### src/rtl/mom_sched.sv
// mom_sched: round-robin arbiter feeding one fixed-latency moment engine, with result tagging and drain/clear flush
module mom_sched #(
    parameter  int N_CH = 4,
    parameter  int DW   = 8,
    parameter  int RW   = 16,
    parameter  int LAT  = 2,
    localparam int CW   = (N_CH > 1) ? $clog2(N_CH) : 1
) (
    input  logic               clk,
    input  logic               rst,
    input  logic [N_CH-1:0]    req_valid,
    input  logic [N_CH*DW-1:0] req_data,
    output logic [N_CH-1:0]    req_ready,
    input  logic               flush_req,
    output logic               flush_busy,
    output logic               eng_valid,
    output logic [DW-1:0]      eng_data,
    output logic [CW-1:0]      eng_ch,
    output logic               eng_clr,
    input  logic [RW-1:0]      eng_result,
    output logic               res_valid,
    output logic [CW-1:0]      res_ch,
    output logic [RW-1:0]      res_data
);
    typedef enum logic [1:0] {RUN, DRAIN, CLEAR} state_t;
    localparam logic [CW:0] NC = N_CH[CW:0];
    state_t          r_state, w_state_nxt;
    logic [CW-1:0]   r_rr_ptr, w_gnt, w_off;
    logic [N_CH-1:0] w_rot;
    logic [CW:0]     w_sum;
    logic            w_hit, w_xfer;
    logic            r_eng_valid;
    logic [DW-1:0]   r_eng_data;
    logic [CW-1:0]   r_eng_ch;
    logic [LAT-1:0]  r_tag_v;
    logic [CW-1:0]   r_tag_ch [LAT];
    logic            r_res_valid;
    logic [CW-1:0]   r_res_ch;
    logic [RW-1:0]   r_res_data;

    // Rotate requests so rr_ptr sits at bit 0, take the lowest set bit, rotate the offset back
    always_comb begin
        w_rot = N_CH'({req_valid, req_valid} >> r_rr_ptr);
        w_hit = 1'b0;
        w_off = '0;
        for (int i = N_CH - 1; i >= 0; i--)
            if (w_rot[i]) begin
                w_hit = 1'b1;
                w_off = CW'(i);
            end
        w_sum = {1'b0, r_rr_ptr} + {1'b0, w_off};
        w_gnt = (w_sum >= NC) ? CW'(w_sum - NC) : w_sum[CW-1:0];
        req_ready = '0;
        if (rst && r_state == RUN && w_hit)
            req_ready[w_gnt] = 1'b1;
    end

    assign w_xfer = |req_ready;

    // Flush sequencing: leave DRAIN once nothing is issued or in flight, then pulse the engine clear
    always_comb begin
        w_state_nxt = r_state;
        case (r_state)
            RUN:     w_state_nxt = flush_req ? DRAIN : RUN;
            DRAIN:   w_state_nxt = (!r_eng_valid && !(|r_tag_v)) ? CLEAR : DRAIN;
            default: w_state_nxt = RUN;
        endcase
        flush_busy = r_state != RUN;
        eng_clr    = r_state == CLEAR;
    end

    // State, arbitration pointer and engine issue registers
    always_ff @(posedge clk) begin
        if (!rst) begin
            r_state     <= RUN;
            r_rr_ptr    <= '0;
            r_eng_valid <= 1'b0;
            r_eng_data  <= '0;
            r_eng_ch    <= '0;
        end else begin
            r_state     <= w_state_nxt;
            r_eng_valid <= w_xfer;
            if (w_xfer) begin
                r_rr_ptr   <= (w_gnt == CW'(N_CH - 1)) ? '0 : w_gnt + 1'b1;
                r_eng_data <= req_data[w_gnt*DW +: DW];
                r_eng_ch   <= w_gnt;
            end
        end
    end

    // Channel tags ride alongside the engine pipe; the exiting tag captures eng_result
    always_ff @(posedge clk) begin
        if (!rst) begin
            r_tag_v     <= '0;
            for (int i = 0; i < LAT; i++)
                r_tag_ch[i] <= '0;
            r_res_valid <= 1'b0;
            r_res_ch    <= '0;
            r_res_data  <= '0;
        end else begin
            r_tag_v[0]  <= r_eng_valid;
            r_tag_ch[0] <= r_eng_ch;
            for (int i = 1; i < LAT; i++) begin
                r_tag_v[i]  <= r_tag_v[i-1];
                r_tag_ch[i] <= r_tag_ch[i-1];
            end
            r_res_valid <= r_tag_v[LAT-1];
            if (r_tag_v[LAT-1]) begin
                r_res_ch   <= r_tag_ch[LAT-1];
                r_res_data <= eng_result;
            end
        end
    end

    assign eng_valid = r_eng_valid;
    assign eng_data  = r_eng_data;
    assign eng_ch    = r_eng_ch;
    assign res_valid = r_res_valid;
    assign res_ch    = r_res_ch;
    assign res_data  = r_res_data;
endmodule

### config.mk
export PLATFORM = sky130hd
export DESIGN_NAME = mom_sched
export DESIGN_NICKNAME = d
export VERILOG_FILES = /design/src/rtl/mom_sched.sv
export SDC_FILE = /design/constraint.sdc
export NUM_CORES = 1
export LEC_CHECK = 0
export ABC_AREA = 1
export ABC_CLOCK_PERIOD_IN_PS = 4410
export CORE_MARGIN = 2
export CORE_UTILIZATION = 45
export CTS_CLUSTER_DIAMETER = 120
export CTS_CLUSTER_SIZE = 16
export DETAILED_ROUTE_END_ITERATION = 8
export DONT_BUFFER_PORTS = 1
export PLACE_DENSITY = 0.61
export SKIP_CTS_REPAIR_TIMING = 1
export SYNTH_ARGS = -nofsm -noshare
export SYNTH_HDL_FRONTEND = slang
export SYNTH_SLANG_ARGS = --single-unit
### constraint.sdc
create_clock -name clk -period 4.41 [get_ports clk]
set_input_delay 0.6615 -clock clk [delete_from_list [all_inputs] [get_ports clk]]
set_output_delay 0.6615 -clock clk [all_outputs]
set_load 0.02 [all_outputs]
After elaboration in Yosys (flattened, before gate mapping)

Memory sizes are Yosys's and may differ from the RTL's. A register that Yosys moved wholly into a read port is not among the register bits.
Index checks and enable logic that the tools add are counted.

Register bits: 34
RAM bits: 4
Input port bits: 55
Output and inout port bits: 36
Logic and storage cells: 53
Memories kept: 1

Add/sub/neg operators: 3
$lt $le $gt $ge: 3
Equality and inequality tests: 3
Shift operators: 2
Multiplexer cells: 20
Bitwise gates (word level): 2
Reductions and logical operators: 11

Memories:

| memory   | words | bits a word | read ports | clocked after memory_dff | write ports | RTL line | text |
|---|---|---|---|---|---|---|---|
| r_tag_ch | 2     | 2           | 2          | 1                        | 2           | 36       | `logic [CW-1:0] r_tag_ch [LAT];` |

Operators by type and width:

| kind                                                                                | number |
|---|---|
| 32-bit by 6-bit indexed part select with 8-bit output                               | 1 |
| 2-bit two-way mux                                                                   | 9 |
| 1-bit two-way mux                                                                   | 8 |
| 8-bit by 2-bit right shift with 4-bit output                                        | 1 |
| 2-bit == test, second input constant                                                | 2 |
| 1-bit logical AND                                                                   | 4 |
| 4-bit two-way mux                                                                   | 1 |
| 2-bit case mux with 2 select lines                                                  | 1 |
| 4-bit OR reduction                                                                  | 1 |
| 2-bit by 2-bit adder with 3-bit output                                              | 1 |
| 3-bit greater-or-equal comparator, second input constant                            | 1 |
| 1-bit zero test                                                                     | 3 |
| 2-bit by 3-bit less-than comparator with 1-bit output, second input constant        | 1 |
| 2-bit by 1-bit adder with 2-bit output, second input constant                       | 1 |
| 1-bit demux with 2-bit select                                                       | 1 |
| 2-bit by 1-bit == test with 1-bit output, second input constant                     | 1 |
| 2-bit by 1-bit greater-or-equal comparator with 1-bit output, second input constant | 1 |
| 2-bit zero test                                                                     | 1 |
| 1-bit OR                                                                            | 2 |
| 2-bit nonzero test                                                                  | 1 |
| 2-bit OR reduction                                                                  | 1 |
| 2-bit by 1-bit subtractor with 2-bit output, second input constant                  | 1 |

Logic depth before layout (Yosys ltp)

Gate-level depths: netlist (run 1).

Depth after elaboration: 14
Mapped depth: 18

Worst setup path before layout (run 1)

Ideal clock, no wire load.

Path kind: in2out
Start point: input req_valid[1]
End point: output req_ready[0]
Arrival time: 2.471 ns
Path slack: 1.277 ns
Stages on the path: 14
Buffers on the path: 0
Cell sequence: nand2_1 -> nand3_1 -> nand2_2 -> nand3_1 -> a21boi_0 -> ha_1 -> xor2_1 -> inv_1 -> nand3_2 -> nand2_2 -> inv_2 -> ha_1 -> inv_1 -> nor2_1

Cells in the longest elaborated chain, start to end: 13
Elaborated cells between the ends (all ways): 20

Ends and longest elaborated chain:

| what                                                                                                                                                        | RTL line | text |
|---|---|---|
| from (decl)                                                                                                                                                 | 11       | `input logic [N_CH-1:0] req_valid,` |
| 8-bit by 2-bit right shift with 4-bit output *                                                                                                              | 43       | `w_rot = N_CH'({req_valid, req_valid} >> r_rr_ptr);` |
| 2-bit two-way mux (4 in a row)                                                                                                                              | 47       | `if (w_rot[i]) begin` |
| 2-bit by 2-bit adder with 3-bit output                                                                                                                      | 51       | `w_sum = {1'b0, r_rr_ptr} + {1'b0, w_off};` |
| 3-bit greater-or-equal comparator or 2-bit by 1-bit subtractor with 2-bit output (tied branches)                                                            | 52       | `w_gnt = (w_sum >= NC) ? CW'(w_sum - NC) : w_sum[CW-1:0];` |
| 2-bit two-way mux                                                                                                                                           | 52       |  |
| 2-bit by 3-bit less-than comparator with 1-bit output (implied by the code) or 2-bit by 1-bit greater-or-equal comparator with 1-bit output (tied branches) | 55       | `req_ready[w_gnt] = 1'b1;` |
| 1-bit logical AND (implied by the code)                                                                                                                     | 55       |  |
| 1-bit two-way mux (implied by the code)                                                                                                                     | 55       |  |
| 1-bit demux with 2-bit select                                                                                                                               | 55       |  |
| 4-bit two-way mux *                                                                                                                                         | 54       | `if (rst && r_state == RUN && w_hit)` |
| to (decl)                                                                                                                                                   | 13       | `output logic [N_CH-1:0] req_ready,` |

Every way passes the cells marked *; elsewhere a longest branch is shown, timed or not.

Worst setup path in the final report (run 1)

Start point: register r_rr_ptr[0]
End point: output req_ready[0]

Cells in the longest elaborated chain, start to end: 13
Elaborated cells between the ends (all ways): 20

Ends and longest elaborated chain:

| what                                                                                                                                                        | RTL line | text |
|---|---|---|
| from (decl)                                                                                                                                                 | 28       | `logic [CW-1:0] r_rr_ptr, w_gnt, w_off;` |
| from (signal assigned)                                                                                                                                      | 84       | `r_rr_ptr <= (w_gnt == CW'(N_CH - 1)) ? '0 : w_gnt + 1'b1;` |
| 8-bit by 2-bit right shift with 4-bit output                                                                                                                | 43       |  |
| 2-bit two-way mux (4 in a row)                                                                                                                              | 47       |  |
| 2-bit by 2-bit adder with 3-bit output                                                                                                                      | 51       |  |
| 3-bit greater-or-equal comparator or 2-bit by 1-bit subtractor with 2-bit output (tied branches)                                                            | 52       |  |
| 2-bit two-way mux                                                                                                                                           | 52       |  |
| 2-bit by 3-bit less-than comparator with 1-bit output (implied by the code) or 2-bit by 1-bit greater-or-equal comparator with 1-bit output (tied branches) | 55       |  |
| 1-bit logical AND (implied by the code)                                                                                                                     | 55       |  |
| 1-bit two-way mux (implied by the code)                                                                                                                     | 55       |  |
| 1-bit demux with 2-bit select                                                                                                                               | 55       |  |
| 4-bit two-way mux *                                                                                                                                         | 54       |  |

Marked as above.

==> results.json, run 1 <==
{
  "outcome": "completed",
  "pwr-share-comb_pct": 52.0,
  "intPower_mw": 0.943,
  "net-switching-power_mw": 0.937,
  "rsz0062_at_grt": "false",
  "max_slew_margin_pct": 58.5,
  "drt_iter0_markers": 72,
  "grt_pass1_vias": 1614,
  "grt_max_degree": 35,
  "pin_count": 91,
  "antenna_cells": 0,
  "ys_warn_count": 0,
  "grt_usage_pct": 16.6,
  "die_w_um": 71.0,
  "setup_viol": 0,
  "cts_made_buffers": 5,
  "hold_path_class": "reg -> reg",
  "initial_core_util_pct": 46.4,
  "setup_slack_ns": 0.699,
  "synth_fp_nets": 360,
  "routed_via_density": 5.00,
  "firstDrtPassIters": 4,
  "synth-seq-area-share_pct": 39.6,
  "crit_path_end_kind": "output port",
  "finClkSkew_ns": 0.00374,
  "numPortBuffers": 0,
  "timing.fmax_ghz": 0.269,
  "rows": 24,
  "cp-start-kind": "flip-flop",
  "ant_nets": 0,
  "tritoncts": "yes",
  "fin_tns_setup_ns": 0,
  "utilization_pct": 48.6,
  "p_sw_share_pct": 49.8,
  "critical_path_class": "reg -> out",
  "layout-drive-gt1-share_pct": 10.5,
  "route.detailed.drc": 0,
  "die_h_um": 71.0,
  "htree_num_levels": 2,
  "dieArea_sq_um": 5040,
  "synthesis.area_sq_um": 2020,
  "crit_required_ns": 3.75,
  "routedWlPerCell_um": 12.1,
  "grt-ovfl-total": 0,
  "crit_arrival_ns": 3.05,
  "p_leak_nw": 1.09,
  "reg2reg_slack_ns": 1.27,
  "post-place-ws_ns": 0.896,
  "crit_fanout": 11,
  "synth_top_area_share_pct": 39.6,
  "grt_pass1_wl_mm": 6.73,
  "post-route-period-util_pct": 84.1,
  "fill_cells": 464,
  "cts_buffer_depth": 2,
  "clkSlewWorstSetupHoldPaths_ns": 0.07,
  "most-common-layout-cells": "nand2_1 (94), nor2_1 (58), dfxtp_1 (40)",
  "cts.sinks": 40,
  "p_clk_share_pct": 15.3,
  "whs_ns": 0.411,
  "multiInputGateArea_sq_um": 1050,
  "cap_viol_max_count": 0,
  "powerDensity_nw_per_um2": 889,
  "antenna_found_initial": 0,
  "synth_area_per_cell_sq_um": 6.71,
  "synth_cell_types": 28,
  "slew_viol_final": 0,
  "syn_inst": 301,
  "seq_power_share_pct": 32.7,
  "layout_commonest_cell": "nand2_1",
  "ir_drop_mv": 0.407,
  "vias": 1740,
  "tightest_slew_ns": 0.622,
  "dp_hpwl_mm": 3.13,
  "synth_area_leaders": "dfxtp_1 (40%), nand2_1 (17%), nor2_1 (11%)",
  "syn2layout_area_growth_pct": 4.71,
  "gp_congestion": 0.756,
  "clk_latency_ns": 0.29,
  "wirelength_mm": 4.22,
  "register_area_sq_um": 801,
  "hold_viol": 0,
  "synth_top_area_cell": "dfxtp_1",
  "nets": 354,
  "cts_root_buf": "clkbuf_8",
  "synth_seq_cells": 40,
  "coreArea_sq_um": 4350,
  "fin_crit_ns": 3.71
}
-- cell type report --
class / count / share of cell area (%)
sequential: 40 / 37.8
clock inverter: 2 / 1.66
inverter: 24 / 4.44
clock buffer: 6 / 3.43
multi-input combinational: 224 / 49.6
tap: 52 / 3.08
-- state kept, by name (all words and copies together) (netlist names) --
name and flops:
res_data 16, eng_data 8, r_tag_ch 4, eng_ch 2, r_rr_ptr 2, r_state 2
r_tag_v 2, res_ch 2, eng_valid 1, res_valid 1
-- cells by family (layout without fill, tap and decap cells) --
logic type                 Yosys count  count (layout)  synth area share (%)
buffers and inverters               37              32                  8.48
adders and majority gates            4               4                  2.48
and+or+nand+nor                    191             191                  41.4
AOI/OAI and AO/OA                   28              28                  7.62
DFF                                 40              40                  39.6
xor gates and xnor gates             1               1                 0.434
-- per-layer routing --
layer,part of all wire [%],global-route usage [%],up-vias
li1,-,-,911
met1,44,20.1,766
met2,46,26.6,58
met3,9.9,7.83,5
met4,0.59,4.40,0
met5,0,0,-
-- per-stage QoR --
step / instance area [sq um] / total power [mW] / cells
after floorplan: 2020 / 1.49 / 301
after global placement: 2010 / 1.60 / 340
after detailed placement: 2010 / 1.62 / 340
after CTS: 2120 / 1.91 / 348
after global routing: 2120 / 2.07 / 348
final: 2120 / 1.88 / 348
-- final timing paths --
| path | startpoint | to | cells after the start |
|---|---|---|---|
| worst max-delay path | r_rr_ptr[0] | req_ready[0] | 15 |
| worst min-delay path | r_tag_ch[0][0] | r_tag_ch[1][0] | 2 |
| worst max register to register | r_rr_ptr[0] | r_rr_ptr[1] | 16 |
| worst min register to register | r_tag_ch[0][0] | r_tag_ch[1][0] | 2 |
-- critical path: stages, from the launching register on --
cell      delay [ns]
dfxtp_1         0.50
inv_2           0.09
nand2_1         0.09
nand3_1         0.08
nand2_2         0.12
nand3_1         0.07
a21boi_0        0.25
ha_1            0.22
xor2_1          0.24
inv_1           0.08
nand3_2         0.10
nand2_2         0.15
inv_2           0.17
ha_1            0.24
inv_1           0.06
nor2_1          0.31
-- synth_stat cells, drive strengths merged --
cell type / instances
nor3: 1
o21ai: 23
inv: 21
buf: 7
clkbuf: 6
xor2: 1
clkinv: 3
nand2: 107
dfxtp: 40
nand3b: 6
ha: 4
nor4: 1
nand3: 16
nor2: 60
a21boi: 1
a21oi: 4
-- power by group through the flow --
stage | registers (mW) | clock network (mW) | logic [mW]
final | 0.615 | 0.287 | 0.978
after global routing | 0.630 | 0.311 | 1.13
after CTS | 0.617 | 0.295 | 0.994
after detailed placement | 0.625 | 0 | 0.991
after global placement | 0.625 | 0 | 0.977
after floorplan | 0.589 | 0 | 0.898
No activity file was read; power rests on OpenSTA's default activity.
==> inputs of run 2 (changes only) <==
- ABC_CLOCK_PERIOD_IN_PS: 4410 -> 3450
- clock period: 4.41 -> 3.45 ns (I/O delays scaled with it)
==> results.json, run 2 (synthesis gave the netlist of run 1 again) <==
{
  "crit_arrival_ns": 2.64,
  "wirelength_mm": 4.23,
  "layout-drive-gt1-share_pct": 12.1,
  "layout_commonest_cell": "nand2_1",
  "die_h_um": 71.0,
  "p_leak_nw": 1.10,
  "drt_iter0_markers": 71,
  "critPathSlowestCell": "dfxtp_2",
  "crit_required_ns": 2.93,
  "die_w_um": 71.0,
  "crit_fanout": 11,
  "clkSlewWorstSetupHoldPaths_ns": 0.08,
  "tightest_slew_ns": 0.650,
  "cap_viol_max_count": 0,
  "cp_cell_sequence": "inv_2 > nand2_1 > nand3_1 > nand2_2 > nand3_1 > a21boi_1 > ha_1 > xor2_1 > nand2_2 > nand2_2 > ha_1 > inv_1 > nor2_1",
  "tritoncts": "yes",
  "finClkSkew_ns": 0.00487,
  "max_slew_margin_pct": 56.6,
  "fin_crit_ns": 3.15,
  "post-route-period-util_pct": 91.4,
  "timing.fmax_ghz": 0.317,
  "cts.sinks": 40,
  "initial_core_util_pct": 46.4,
  "outcome": "completed",
  "ant_nets": 0,
  "htree_num_levels": 2,
  "crit_buf_inv": 2,
  "fill_cells": 469,
  "powerDensity_nw_per_um2": 1150,
  "cp-start-kind": "flip-flop",
  "dp_hpwl_mm": 3.12,
  "crit_path_end_kind": "output port",
  "antenna_found_initial": 0,
  "numPortBuffers": 0,
  "dieArea_sq_um": 5040,
  "route.detailed.drc": 0,
  "crit_path_frequent_cell": "nand2_2",
  "grt_usage_pct": 17.1,
  "routedWlPerCell_um": 12.1,
  "rows": 24,
  "worst_path_largest_cell_delay_ns": 0.41,
  "routed_via_density": 4.98,
  "gp_congestion": 0.731,
  "largest_reg_flops": 16,
  "grt_pass1_wl_mm": 6.96,
  "cts_buffer_depth": 2,
  "syn2layout_area_growth_pct": 6.25,
  "cts_root_buf": "clkbuf_8",
  "setup_viol": 0,
  "cts_made_buffers": 5,
  "pin_count": 91,
  "critical_path_class": "reg -> out",
  "clk_latency_ns": 0.29,
  "antenna_cells": 0,
  "firstDrtPassIters": 4,
  "coreArea_sq_um": 4350,
  "cpLargestDelayFamily": "simple AND/OR/NAND/NOR gates",
  "hold_viol": 0,
  "grt-ovfl-total": 0,
  "hold_path_class": "in -> reg",
  "utilization_pct": 49.3,
  "whs_ns": 0.322,
  "vias": 1738,
  "slew_viol_final": 0,
  "nets": 355,
  "grt_pass1_vias": 1578,
  "most-common-layout-cells": "nand2_1 (94), nor2_1 (57), dfxtp_1 (38)",
  "ir_drop_mv": 0.465,
  "grt_max_degree": 35,
  "rsz0062_at_grt": "false"
}
[run 2: final timing paths]
path                          to            from  slack, ns  cells past startpoint
setup / recovery    req_ready[2]     r_rr_ptr[0]       0.30                     13
hold / removal    r_tag_ch[1][0]             rst       0.32                      2
setup reg to reg     eng_data[3]     r_rr_ptr[0]       0.61                     17
hold reg to reg   r_tag_ch[1][1]  r_tag_ch[0][1]       0.42                      2
[run 2: power breakdown]
group	internal, mW	leakage (nW)	switching [mW]
clock	0.236	0.0614	0.161
sequential	0.586	0.329	0.204
combinational	0.430	0.715	0.851
total	1.25	1.10	1.22
[run 2: through the flow]
| stage | cell area, sq um | setup slack, ns | total power, mW | TNS, ns | std cells |
|---|---|---|---|---|---|
| 2_1_floorplan | 2020 | 0.605 | 1.90 | 0 | 301 |
| 4_1_cts | 2140 | -0.00583 | 2.49 | -0.00583 | 349 |
| 5_1_grt | 2150 | 0.0281 | 2.73 | 0 | 349 |
| 6_report | 2150 | 0.296 | 2.47 | 0 | 349 |
| 3_3_place_gp | 2020 | 0.426 | 2.07 | 0 | 341 |
| 3_5_place_dp | 2020 | 0.333 | 2.08 | 0 | 341 |
[run 2: metal layers]
layer  global-route usage [%]  share of wire [%]  routed length, um  up-vias
li1                         -                  -                  -      914
met1                     20.7                 44               1870      762
met2                     27.5                 46               1940       57
met3                     6.98                9.2                388        5
met4                     6.08               0.83                 35        0
met5                        0                  0                  0        -
[run 2: layout make-up]
| cell class | count | area [sq um] | share of cell area, % |
|---|---|---|---|
| tap | 52 | 65.1 | 3.03 |
| clock inverter | 2 | 38.8 | 1.81 |
| timing repair buffer | 1 | 7.51 | 0.350 |
| sequential | 40 | 803 | 37.4 |
| multi-input combinational | 224 | 1060 | 49.2 |
| inverter | 24 | 93.8 | 4.37 |
| clock buffer | 6 | 82.6 | 3.85 |
[run 2: worst reg2reg max path, stage by stage, from the launching register on]
cell and delay (ns):
dfxtp_2 0.41, inv_2 0.07, nand2_1 0.08, nand3_1 0.08
nand2_2 0.11, nand3_1 0.07, a21boi_1 0.18, ha_1 0.19
xor2_1 0.22, inv_1 0.08, nand3_2 0.10, nand2_2 0.15
ha_1 0.27, o21ai_4 0.33, nand2_4 0.15, inv_4 0.12
nor2_1 0.05, nor2_1 0.09
==> inputs of run 3 (changes only) <==
- REMOVE_ABC_BUFFERS: unset -> 1
==> results.json, run 3 (synthesis gave the netlist of run 1 again) <==
{
  "outcome": "completed",
  "rows": 24,
  "cp-start-kind": "flip-flop",
  "powerDensity_nw_per_um2": 1120,
  "crit_arrival_ns": 2.63,
  "layout-drive-gt1-share_pct": 13.1,
  "clkSlewWorstSetupHoldPaths_ns": 0.07,
  "largest_reg_flops": 16,
  "p_leak_nw": 1.10,
  "hold_path_class": "in -> reg",
  "ant_nets": 0,
  "ir_drop_mv": 0.735,
  "pin_count": 91,
  "htree_num_levels": 2,
  "route.detailed.drc": 0,
  "reg2reg_slack_ns": 0.61,
  "hold_viol": 0,
  "tightest_slew_ns": 0.562,
  "antenna_cells": 0,
  "crit_fanout": 11,
  "die_w_um": 71.0,
  "cts_root_buf": "clkbuf_8",
  "rr_endpoint": "r_rr_ptr[1]",
  "grt_usage_pct": 16.8,
  "worstHoldPathCells": 2,
  "hp-start": "rst",
  "r2r_cells": 17,
  "setup_viol": 0,
  "grt_max_degree": 35,
  "placed_cells": 342,
  "dp_hpwl_mm": 2.97,
  "initial_core_util_pct": 46.4,
  "crit_start": "r_rr_ptr[0]",
  "whs_ns": 0.326,
  "rsz0062_at_grt": "false",
  "grt_pass1_vias": 1522,
  "timing.fmax_ghz": 0.317,
  "post-place-ws_ns": 0.305,
  "fin_cells": 350,
  "wirelength_mm": 4.10,
  "grt-ovfl-total": 0,
  "die_h_um": 71.0,
  "crit_required_ns": 2.93,
  "min_to": "r_tag_v[1]",
  "fin_crit_ns": 3.15,
  "syn2layout_area_growth_pct": 5.70,
  "cap_viol_max_count": 0,
  "numPortBuffers": 0,
  "slew_viol_final": 0,
  "post-route-period-util_pct": 91.3,
  "routed_via_density": 4.93,
  "firstDrtPassIters": 4,
  "gp_congestion": 0.762,
  "tritoncts": "yes",
  "crit_path_end_kind": "output port",
  "most-common-layout-cells": "nand2_1 (94), nor2_1 (56), dfxtp_1 (38)",
  "routedWlPerCell_um": 11.7,
  "cts_buffer_depth": 2,
  "dieArea_sq_um": 5040,
  "cts.sinks": 40,
  "critical_path_class": "reg -> out",
  "drt_iter0_markers": 64,
  "rr_startpoint": "r_rr_ptr[0]",
  "max_slew_margin_pct": 62.5,
  "setup_slack_ns": 0.300,
  "grt_pass1_wl_mm": 6.82,
  "vias": 1726,
  "cts_made_buffers": 5,
  "finClkSkew_ns": 0.00703,
  "antenna_found_initial": 0,
  "coreArea_sq_um": 4350,
  "finalPower_mw": 2.40,
  "nets": 356,
  "layout_commonest_cell": "nand2_1",
  "clk_latency_ns": 0.29
}
## run 3: where the power goes
group	switching, mW	internal, mW
Clock	0.151	0.159
Combinational	0.871	0.437
Sequential	0.195	0.586
Total	1.22	1.18
## run 3: critical path, stage by stage (launching register included)
cell,delay (ns)
dfxtp_2,0.41
inv_2,0.07
nand2_1,0.08
nand3_1,0.08
nand2_2,0.12
nand3_1,0.07
a21boi_1,0.18
ha_1,0.24
xor2_2,0.19
inv_1,0.07
nand3_2,0.09
nand2_2,0.16
inv_2,0.10
ha_1,0.22
inv_1,0.10
nor2_4,0.18
## run 3: metrics by stage
step	area (sq um)	utilization (%)	setup TNS, ns
global route	2140	49.1	0
global placement	2020	46.5	0
CTS	2120	48.6	-0.0242
finish	2140	49.1	0
detailed placement	2020	46.5	0
floorplan	1940	-	0
## run 3: how the worst max path moves through the flow
stage                              end  slack, ns
after global placement    req_ready[0]       0.42
after floorplan           req_ready[0]       0.50
after global routing      req_ready[0]      0.007
final                     req_ready[0]       0.30
after detailed placement  req_ready[0]       0.30
after CTS                 req_ready[0]      -0.02
## run 3: area by class of cell
type	instances	area, sq um
multi-input cells	224	1070
clock buffers	6	82.6
clock inverters	2	10.0
flip-flops and latches	40	803
fillers	456	2220
well taps	52	65.1
inverters	24	93.8
repair buffers	2	15.0
## run 3: metal layers
| layer | global-route usage [%] | wire (um) | share of wire, % | vias up |
|---|---|---|---|---|
| li1 | - | - | - | 917 |
| met3 | 5.56 | 343 | 8.4 | 6 |
| met4 | 5.66 | 51 | 1.2 | 0 |
| met2 | 28.7 | 1860 | 45 | 78 |
| met5 | 0 | 0 | 0 | - |
| met1 | 19.8 | 1850 | 45 | 725 |
